`config.mk`:
```
export PLATFORM = sky130hd
export DESIGN_NAME = pipelined_add_sub
export DESIGN_NICKNAME = d
export VERILOG_FILES = /design/src/rtl/pipelined_add_sub.sv
export SDC_FILE = /design/constraint.sdc
export NUM_CORES = 1
export LEC_CHECK = 0
export CAP_MARGIN = 0
export CORE_MARGIN = 8
export CORE_UTILIZATION = 35
export DETAILED_ROUTE_END_ITERATION = 12
export PLACE_DENSITY = 0.67
export SYNTH_ARGS = -nofsm -noshare
export SYNTH_HDL_FRONTEND = slang
export SYNTH_SLANG_ARGS = --single-unit
```
`constraint.sdc`:
```
create_clock -name clk -period 2.86 [get_ports clk]
set_input_delay 0.286 -clock clk [delete_from_list [all_inputs] [get_ports clk]]
set_output_delay 0.286 -clock clk [all_outputs]
set_load 0.02 [all_outputs]
```
`src/rtl/pipelined_add_sub.sv`:
```
// Pipelined two's-complement adder/subtracter with carry-in, flags and
// a valid/ready handshake; the carry chain is cut into STAGES chunks.
//
// Ports:
//   clk, rst              rising-edge clock, synchronous active-high reset
//   in_valid / in_ready   operand handshake (in_ready = pipeline advance)
//   A, B                  WIDTH-bit operands
//   op                    00 add, 01 sub, 10 adc, 11 sbc
//   cin                   carry / not-borrow in for adc and sbc
//   out_valid / out_ready result handshake
//   Sum                   WIDTH-bit result, modulo 2^WIDTH
//   Cout, V, Z, N         carry (1 = no borrow on subtract), overflow,
//                         zero, negative
module pipelined_add_sub #(
   parameter int WIDTH  = 32,
   parameter int STAGES = 4
) (
   input  logic             clk,
   input  logic             rst,
   input  logic             in_valid,
   output logic             in_ready,
   input  logic [WIDTH-1:0] A,
   input  logic [WIDTH-1:0] B,
   input  logic [1:0]       op,
   input  logic             cin,
   output logic             out_valid,
   input  logic             out_ready,
   output logic [WIDTH-1:0] Sum,
   output logic             Cout,
   output logic             V,
   output logic             Z,
   output logic             N
);

   localparam int CW = WIDTH / STAGES;
   localparam int L  = STAGES - 1;

   // Per-stage registers: operands travel alongside the partial sum.
   logic             r_vld [STAGES];
   logic [WIDTH-1:0] r_a   [STAGES];
   logic [WIDTH-1:0] r_b   [STAGES];
   logic [WIDTH-1:0] r_s   [STAGES];
   logic             r_c   [STAGES];
   logic             r_v;
   logic             r_z;
   logic             r_n;

   // Sources feeding each stage and the values it will register.
   logic             w_adv;
   logic [WIDTH-1:0] w_b;
   logic             w_c0;
   logic             w_sv  [STAGES];
   logic [WIDTH-1:0] w_sa  [STAGES];
   logic [WIDTH-1:0] w_sb  [STAGES];
   logic [WIDTH-1:0] w_ss  [STAGES];
   logic             w_sc  [STAGES];
   logic [CW:0]      w_chk [STAGES];
   logic [WIDTH-1:0] w_ns  [STAGES];
   logic             w_nc  [STAGES];
   logic             w_v;
   logic             w_z;
   logic             w_n;

   // A stalled full output freezes the whole pipe; bubbles are kept.
   assign w_adv     = out_ready | ~r_vld[L];
   assign in_ready  = w_adv;
   assign out_valid = r_vld[L];
   assign Sum       = r_s[L];
   assign Cout      = r_c[L];
   assign V         = r_v;
   assign Z         = r_z;
   assign N         = r_n;

   always_comb begin
      // Subtract is A + ~B + 1; sbc uses cin directly as not-borrow.
      w_b  = B ^ {WIDTH{op[0]}};
      w_c0 = op[1] ? cin : op[0];

      w_sv[0] = in_valid;
      w_sa[0] = A;
      w_sb[0] = w_b;
      w_ss[0] = '0;
      w_sc[0] = w_c0;
      for (int k = 1; k < STAGES; k++) begin
         w_sv[k] = r_vld[k-1];
         w_sa[k] = r_a[k-1];
         w_sb[k] = r_b[k-1];
         w_ss[k] = r_s[k-1];
         w_sc[k] = r_c[k-1];
      end

      for (int k = 0; k < STAGES; k++) begin
         w_chk[k] = {1'b0, w_sa[k][k*CW +: CW]}
                  + {1'b0, w_sb[k][k*CW +: CW]}
                  + {{CW{1'b0}}, w_sc[k]};
         w_ns[k]  = w_ss[k];
         w_ns[k][k*CW +: CW] = w_chk[k][CW-1:0];
         w_nc[k]  = w_chk[k][CW];
      end

      // Carry into the MSB is recovered from the MSB sum bit.
      w_v = (w_sa[L][WIDTH-1] ^ w_sb[L][WIDTH-1] ^ w_ns[L][WIDTH-1])
          ^ w_nc[L];
      w_z = ~|w_ns[L];
      w_n = w_ns[L][WIDTH-1];
   end

   always_ff @(posedge clk) begin
      if (rst) begin
         for (int k = 0; k < STAGES; k++) begin
            r_vld[k] <= 1'b0;
            r_a[k]   <= '0;
            r_b[k]   <= '0;
            r_s[k]   <= '0;
            r_c[k]   <= 1'b0;
         end
         r_v <= 1'b0;
         r_z <= 1'b0;
         r_n <= 1'b0;
      end else if (w_adv) begin
         for (int k = 0; k < STAGES; k++) begin
            r_vld[k] <= w_sv[k];
            // Data only moves with a valid op, so idle inputs never
            // disturb the held result.
            if (w_sv[k]) begin
               r_a[k] <= w_sa[k];
               r_b[k] <= w_sb[k];
               r_s[k] <= w_ns[k];
               r_c[k] <= w_nc[k];
            end
         end
         if (w_sv[L]) begin
            r_v <= w_v;
            r_z <= w_z;
            r_n <= w_n;
         end
      end
   end

endmodule

```
; ---- Yosys cells after proc, flatten, opt, wreduce, memory -nomap -nowiden
; Memories as Yosys holds them, arrays and structs flattened.
; Cells that the tools add are included.
[classes]
n_bitwise = 26
n_reduce_logical = 3
mux = 42
n_addsub = 8
[op_table]
columns = op, count
row1 = 32-bit two-way mux, 12
row2 = 8-bit by 8-bit adder with 9-bit output, 4
row3 = 9-bit by 1-bit adder with 9-bit output, 4
row4 = 32-bit OR reduction, 1
row5 = 32-bit bitwise XOR, 1
row6 = 1-bit two-way mux, 30
row7 = 1-bit OR, 21
row8 = 1-bit bitwise XOR, 3
row9 = 2-bit AND reduction, 1
row10 = 1-bit zero test, 1
row11 = 1-bit NOT, 1
[totals]
inputBits = 71
memories = 5
register_bits = 3
mem_bits_rw = 392
word_cells = 87
out_inout_bits = 38
[memory_table]
columns = memory, words, width, read_ports, rd_ports_with_merged_regs, write_ports, line
row1 = r_a, 4, 32, 3, 0, 4, 40  ; logic [WIDTH-1:0] r_a [STAGES];
row2 = r_b, 4, 32, 3, 0, 4, 41  ; logic [WIDTH-1:0] r_b [STAGES];
row3 = r_s, 4, 32, 4, 0, 4, 42  ; logic [WIDTH-1:0] r_s [STAGES];
row4 = r_c, 4, 1, 4, 0, 4, 43  ; logic r_c [STAGES];
row5 = r_vld, 4, 1, 4, 0, 4, 39  ; logic r_vld [STAGES];

; ---- Logic depth before layout (Yosys ltp)
; Gate-level depths: netlist of the first run.
; An unclocked memory read counts as a cell.
[logic_depth]
word_depth = 7
mapped_depth = 11
mapped_depth_nobuf = 10

; ---- Worst setup path after synthesis of the first run
; No wires, ideal clock.
[synth_path]
path_type = input -> register
from = input op[0]
to = memory r_s[0][6], data pin
arrival_time_ns = 2.745
setup_time_ns = 0.255
slack_ns = -0.141
t_required_ns = 2.605
n_path_buf = 2
stages = 11
cell_sequence = clkbuf_1 > buf_2 > mux2_2 > fa_1 > fa_1 > a21o_1 > a21oi_1 > nor2b_1 > o21a_1 > or3_1 > and3_1
[synth_rtl]
columns = item, line
row1 = "start, declared", 24  ; input logic [1:0] op,
row2 = "end, declared", 42

==> run_results.csv, run 1 <==
group,metric,value,unit
pwr,seqPwrFrac,48.1,%
sta,post-route-period-util,94.2,%
pwr,total_power,6.80,mW
sta,finalSetupTns,0,ns
routing,via_count,4862,
routing,drc_errors,0,
clocking,cts_setup_buffers,0,
routing,drt_wl_total,15.6,mm
flow_run,maxCapViolations,0,
yosys,netlist_top_cells_count,"184 x edfxtp_1, 126 x and3_1, 62 x nor2_1, 34 x xnor2_1, 32 x buf_4",
sta,hold_slack,0.453,ns
global_routing,grt_pass1_wl,25.1,mm
yosys,synth_top_cell_by_area,"edfxtp_1",
critical_path,r2r_slack,0.33,ns
cells_and_area,nets,839,
sta,tightest_slew,0.536,ns
yosys,syn_nets,759,
sta,fin_worst_skew,0.00960,ns
pwr,pwr-share-clk,41.0,%
worst_hold_path,worstHoldStart,"N",
critical_path,critical-path-max-stage-delay,0.46,ns
critical_path,critical_path_class,"in2reg",
yosys,synth_warnings,0,
routing,wl_per_cell,14.5,um
critical_path,rr_endpoint,"r_s[0][86]",
die,dieArea,30000,um^2
yosys,synth-compound-area-share,3.58,%
pwr,p_switching,1.41,mW
critical_path,crit-reg2reg-launch,"r_c[0][1]",
yosys,postSynthAreaPerCell,13.3,um^2
critical_path,worstPathCellList,"clkdlybuf4s50_1 > mux2_2 > fa_1 > fa_2 > a21o_1 > a21oi_2 > nor2b_1 > o21a_1 > or3_1 > and3_1",
global_routing,grtUsageTotal,10.4,%
run_status,status,"completed",
clocking,cts_num_sinks,187,
sta,setup_violations,0,
critical_path,crit_slowest_cell,"clkdlybuf4s50_1",
critical_path,rr_worst_depth,10,
cells_and_area,drive_above_1_share,7.79,%
critical_path,critPathLaunchType,"input pin",
yosys,seq_area_frac_synth,64.5,%
clocking,numCtsBuffers,17,
pwr,peakVddDrop,0.415,mV
yosys,yosysMostFrequentCell,"edfxtp_1",
cells_and_area,fin_util,43.9,%
yosys,synth_area_leaders,"edfxtp_1 64%, and3_1 9.1%, ha_1 4.0%, xnor2_1 3.4%, buf_4 2.8%",
yosys,synth_top_family_by_area,"simple AND/OR/NAND/NOR gates",
die,die_h,173,um
yosys,synth-edff-count,184,
worst_hold_path,worstHoldPathType,"reg2reg",
clocking,cts.clk_slew.worst_paths,0.07,ns
yosys,synth_xor_xnor_area_share,5.06,%
place,gp_congestion,0.770,
pwr,combPwrFrac,10.9,%
yosys,synthArstFlopShare,0,%
die,core,24300,um^2
worst_hold_path,hold_end,"N",
pwr,internal_power,5.39,mW
sta,rsz0062_at_grt,"false",
yosys,ys.flop_type,"edfxtp_1",
place,port_buffers,108,
routing,ant_nets,0,
place,dpl.hpwl,11.6,mm
global_routing,overflow,0,
sta,maxSlewHeadroom,64.2,%
critical_path,end_kind,"flip-flop",
critical_path,cp.required,3.04,ns
yosys,synth-adder-area-share,5.90,%
clocking,cts_root_buf,"clkbuf_16",
worst_hold_path,whs_path_depth,1,
sta,finalCriticalPeriod,2.69,ns
cells_and_area,n_antenna_cell,0,
pwr,leakage,4.50,nW
die,start_util,35.6,%
critical_path,crit_path_max_fanout,2,
sta,slew_viol_final,0,
sta,fmax,371,MHz
sta,hold_viol,0,
routing,initialDrtViolationCount,231,
yosys,yosys.area_share.simple,15.4,%
clocking,clockBufferDepth,2,
yosys,synth_seq_cells,187,
die,row_count,57,
clocking,insertion_delay,0.43,ns
pwr,p_per_area,636,nW/um^2
routing,firstDrtPassIters,4,
cells_and_area,area_growth,23.3,%
global_routing,antenna_found_initial,0,
yosys,synth_area,8660,um^2
clocking,holdBufCountCts,0,
global_routing,grt_max_degree,50,
yosys,synth.distinct_cells,39,
clocking,tritoncts,"built",
pwr,switching_share,20.7,%
die,die_w,173,um
routing,via_per_inst,4.55,
yosys,muxShareOfSynthArea,0.246,%
yosys,synth_cells,652,
critical_path,arrival,2.87,ns
global_routing,grt_pass1_vias,4924,
cells_and_area,n_fill_cell,2189,
die,ios,109,
yosys,synth_top_area_share,63.8,%
clocking,htree_levels,4,
clocking,cts_resized,0,
==> worst max-delay path: cells and delay by family <==
family,cells,cell delay (ns)
and+or+nand+nor,3,0.52
buffers and inverters,1,0.46
AOI/OAI and AO/OA,3,0.49
muxes,1,0.35
adders and majority gates,2,0.78
==> worst max path at each step <==
stage	slack, ns	to	startpoint	cells past startpoint
finish	0.17	r_s[0][6]	op[1]	10
detailed placement	-0.27	r_s[0][6]	op[1]	10
global route	0.08	r_s[0][6]	op[1]	10
floorplan	0.03	r_s[0][6]	op[0]	11
global placement	-0.24	r_s[0][6]	op[1]	10
CTS	0.18	r_s[0][6]	op[1]	10
==> cell families after synthesis <==
| group | Yosys count |
|---|---|
| mux | 2 |
| simple gates | 243 |
| compound gates | 49 |
| flops | 187 |
| fa+ha+maj | 36 |
| xor+xnor | 50 |
| buf+inv | 85 |
==> metal layers <==
layer  track usage [%]  wire length [um]  vias to the layer above
li1                  -                 -                     2493
met1              13.7              7590                     2247
met2              16.1              7080                      105
met3              2.55               636                       17
met4              4.31               243                        0
met5                 0                 0                        -
==> power groups by stage <==
stage	sequential, mW	combinational (mW)	clock, mW
finish	3.27	0.741	2.79
global route	3.28	0.817	2.94
CTS	3.27	0.749	2.84
detailed placement	3.33	0.745	0
global placement	3.32	0.733	0
floorplan	3.31	0.485	0
==> state kept, by name, indices dropped and copies added, names as in the netlist <==
| register | cells |
|---|---|
| r_s | 80 |
| r_a | 48 |
| r_b | 48 |
| r_c | 4 |
| r_vld | 4 |
| N | 1 |
| V | 1 |
| Z | 1 |
==> metrics by stage <==
step / worst slack, ns / instances / instance area, um^2
final: 0.166 / 1069 / 10700
after global routing: 0.0829 / 1069 / 10700
after CTS: 0.183 / 1069 / 10700
after detailed placement: -0.270 / 1037 / 9960
after global placement: -0.238 / 1037 / 9960
after floorplan: 0.0262 / 652 / 8670
==> cell usage in the layout (no fill, tap or decap), types with 10 or more instances in the layout <==
cell	netlist	final
a21oi_1	13	12
and3_1	126	126
buf_4	32	15
clkbuf_16	0	17
clkdlybuf4s50_1	0	107
edfxtp_1	184	184
ha_1	28	28
inv_1	19	19
nand2_1	11	11
nor2_1	62	62
nor3_1	10	10
o21ai_0	13	13
xnor2_1	34	34
xor2_1	16	16
==> area by class of cell <==
type | instances | area, um^2 | area share [%]
multi-input cells | 380 | 2630 | 24.6
clock inverters | 14 | 288 | 2.69
repair buffers | 127 | 1270 | 11.9
inverters | 19 | 71.3 | 0.668
clock buffers | 18 | 429 | 4.02
well taps | 324 | 405 | 3.80
flip-flops and latches | 187 | 5590 | 52.3
Note: power is estimated with default switching activity, not from simulation.
==> run 2: changes to the inputs <==
CORE_MARGIN = 5   (was 8)
==> run 2 against run 1 <==
- maximum frequency grew 0.45%
- largest power group unchanged
- clock power shrank 18%
- critical path depth unchanged
- critical path type unchanged
- critical endpoint unchanged
- global-route usage is 0.71 points higher
==> run_results.csv, run 2 (synthesized netlist as in run 1, its figures left out) <==
group,metric,value,unit
run_status,status,"completed",
pwr,leakage,4.46,nW
pwr,total_power,6.30,mW
critical_path,arrival,2.87,ns
global_routing,overflow,0,
clocking,cts_resized,0,
place,gp_congestion,0.726,
clocking,htree_levels,4,
cells_and_area,layoutNonFillerInstCount,1072,
sta,hold_slack,0.461,ns
clocking,cts_root_buf,"clkbuf_16",
worst_hold_path,worstHoldPathType,"reg2reg",
critical_path,end_kind,"flip-flop",
routing,drc_errors,0,
die,core,24300,um^2
clocking,cts_setup_buffers,0,
cells_and_area,layout_commonest_cell,"edfxtp_1",
sta,maxSlewHeadroom,59.3,%
global_routing,grt_busiest_layer,"met2",
clocking,tritoncts,"built",
critical_path,crit_path_max_fanout,2,
worst_hold_path,whs_path_depth,1,
cells_and_area,top_register,"r_s",
sta,slew_viol_final,0,
cells_and_area,n_antenna_cell,0,
sta,rsz0062_at_grt,"false",
clocking,cts_num_sinks,187,
critical_path,r2r_slack,0.40,ns
routing,wl_per_cell,14.1,um
cells_and_area,drive_above_1_share,8.29,%
global_routing,use_met2,17.1,%
routing,drt_wl_total,15.1,mm
sta,hold_viol,0,
global_routing,grt_max_degree,40,
critical_path,rr_worst_depth,10,
die,ios,109,
cells_and_area,n_fill_cell,2195,
cells_and_area,nets,842,
global_routing,grt_use_met1,15.1,%
clocking,numCtsBuffers,17,
routing,initialDrtViolationCount,273,
place,dpl.hpwl,11.4,mm
pwr,peakVddDrop,0.398,mV
flow_run,maxCapViolations,0,
clocking,insertion_delay,0.43,ns
clocking,clockBufferDepth,2,
place,dp.cells,1040,
sta,fmax,373,MHz
cells_and_area,final_cell_mix,"184 x edfxtp_1, 126 x and3_1, 107 x clkdlybuf4s50_1",
routing,ant_nets,0,
sta,post-route-period-util,93.8,%
die,start_util,35.6,%
routing,via_count,4845,
sta,timing.final.ws_setup,0.178,ns
cells_and_area,largest_reg_flops,80,
place,place_area,9990,um^2
global_routing,use_met3,2.99,%
place,port_buffers,108,
global_routing,grt_pass1_vias,4924,
sta,setup_violations,0,
global_routing,grtUsageTotal,11.1,%
global_routing,antenna_found_initial,0,
die,die_h,167,um
die,row_count,57,
sta,finalSetupTns,0,ns
die,dieArea,28000,um^2
sta,tightest_slew,0.611,ns
pwr,p_per_area,596,nW/um^2
sta,finalCriticalPeriod,2.68,ns
routing,via_per_inst,4.52,
cells_and_area,design_area,10600,um^2
die,die_w,167,um
critical_path,critical_path_class,"in2reg",
critical_path,cp.required,3.04,ns
routing,firstDrtPassIters,4,
cells_and_area,fin_util,43.5,%
global_routing,grt_pass1_wl,24.9,mm
cells_and_area,reg_top3,"r_s x80, r_a x48, r_b x48",
critical_path,critPathLaunchType,"input pin",
cells_and_area,area_growth,22.1,%
clocking,cts.clk_slew.worst_paths,0.07,ns
clocking,holdBufCountCts,0,
place,dp_slack,-0.282,ns
sta,fin_worst_skew,0.00942,ns
[run 2: cell types whose count changed in the layout (fill, tap and decap cells not counted), sizes merged]
cell,previous run,this run
buf,20,23
clkbuf,18,19
clkinvlp,0,1
inv,21,22
bufinv,8,2
clkinv,4,7
[run 2: final timing paths]
check | from | endpoint
max | op[1] | r_s[0][6]
min | N | N
max reg2reg | r_c[0][1] | r_s[0][86]
min reg2reg | N | N
[run 2: area by class of cell]
cell class / instances / area [um^2] / share of cell area [%]
Timing Repair Buffer: 130 / 1290 / 12.2
Multi-Input combinational cell: 380 / 2630 / 24.9
Tap cell: 324 / 405 / 3.83
Clock buffer: 19 / 443 / 4.19
Inverter: 19 / 71.3 / 0.675
Sequential cell: 187 / 5590 / 52.8
Clock inverter: 13 / 143 / 1.35
[run 2: metal layers]
layer,share of wire [%],wire length [um],up-vias
li1,-,-,2503
met1,48,7330,2210
met2,45,6870,110
met3,4.4,660,22
met4,1.7,260,0
met5,0,0,-
[run 2: power breakdown]
part           switching, mW  total, mW  internal (mW)
logic                  0.378      0.732          0.355
registers             0.0619       3.27           3.21
clock network          0.984       2.30           1.32
total                   1.42       6.30           4.88
[run 2: worst max-delay path: stages]
cell and delay [ns]:
clkdlybuf4s50_1 0.46, mux2_2 0.33, fa_1 0.41, fa_2 0.36
a21o_1 0.17, a21oi_2 0.15, nor2b_1 0.06, o21a_1 0.17
or3_1 0.29, and3_1 0.16
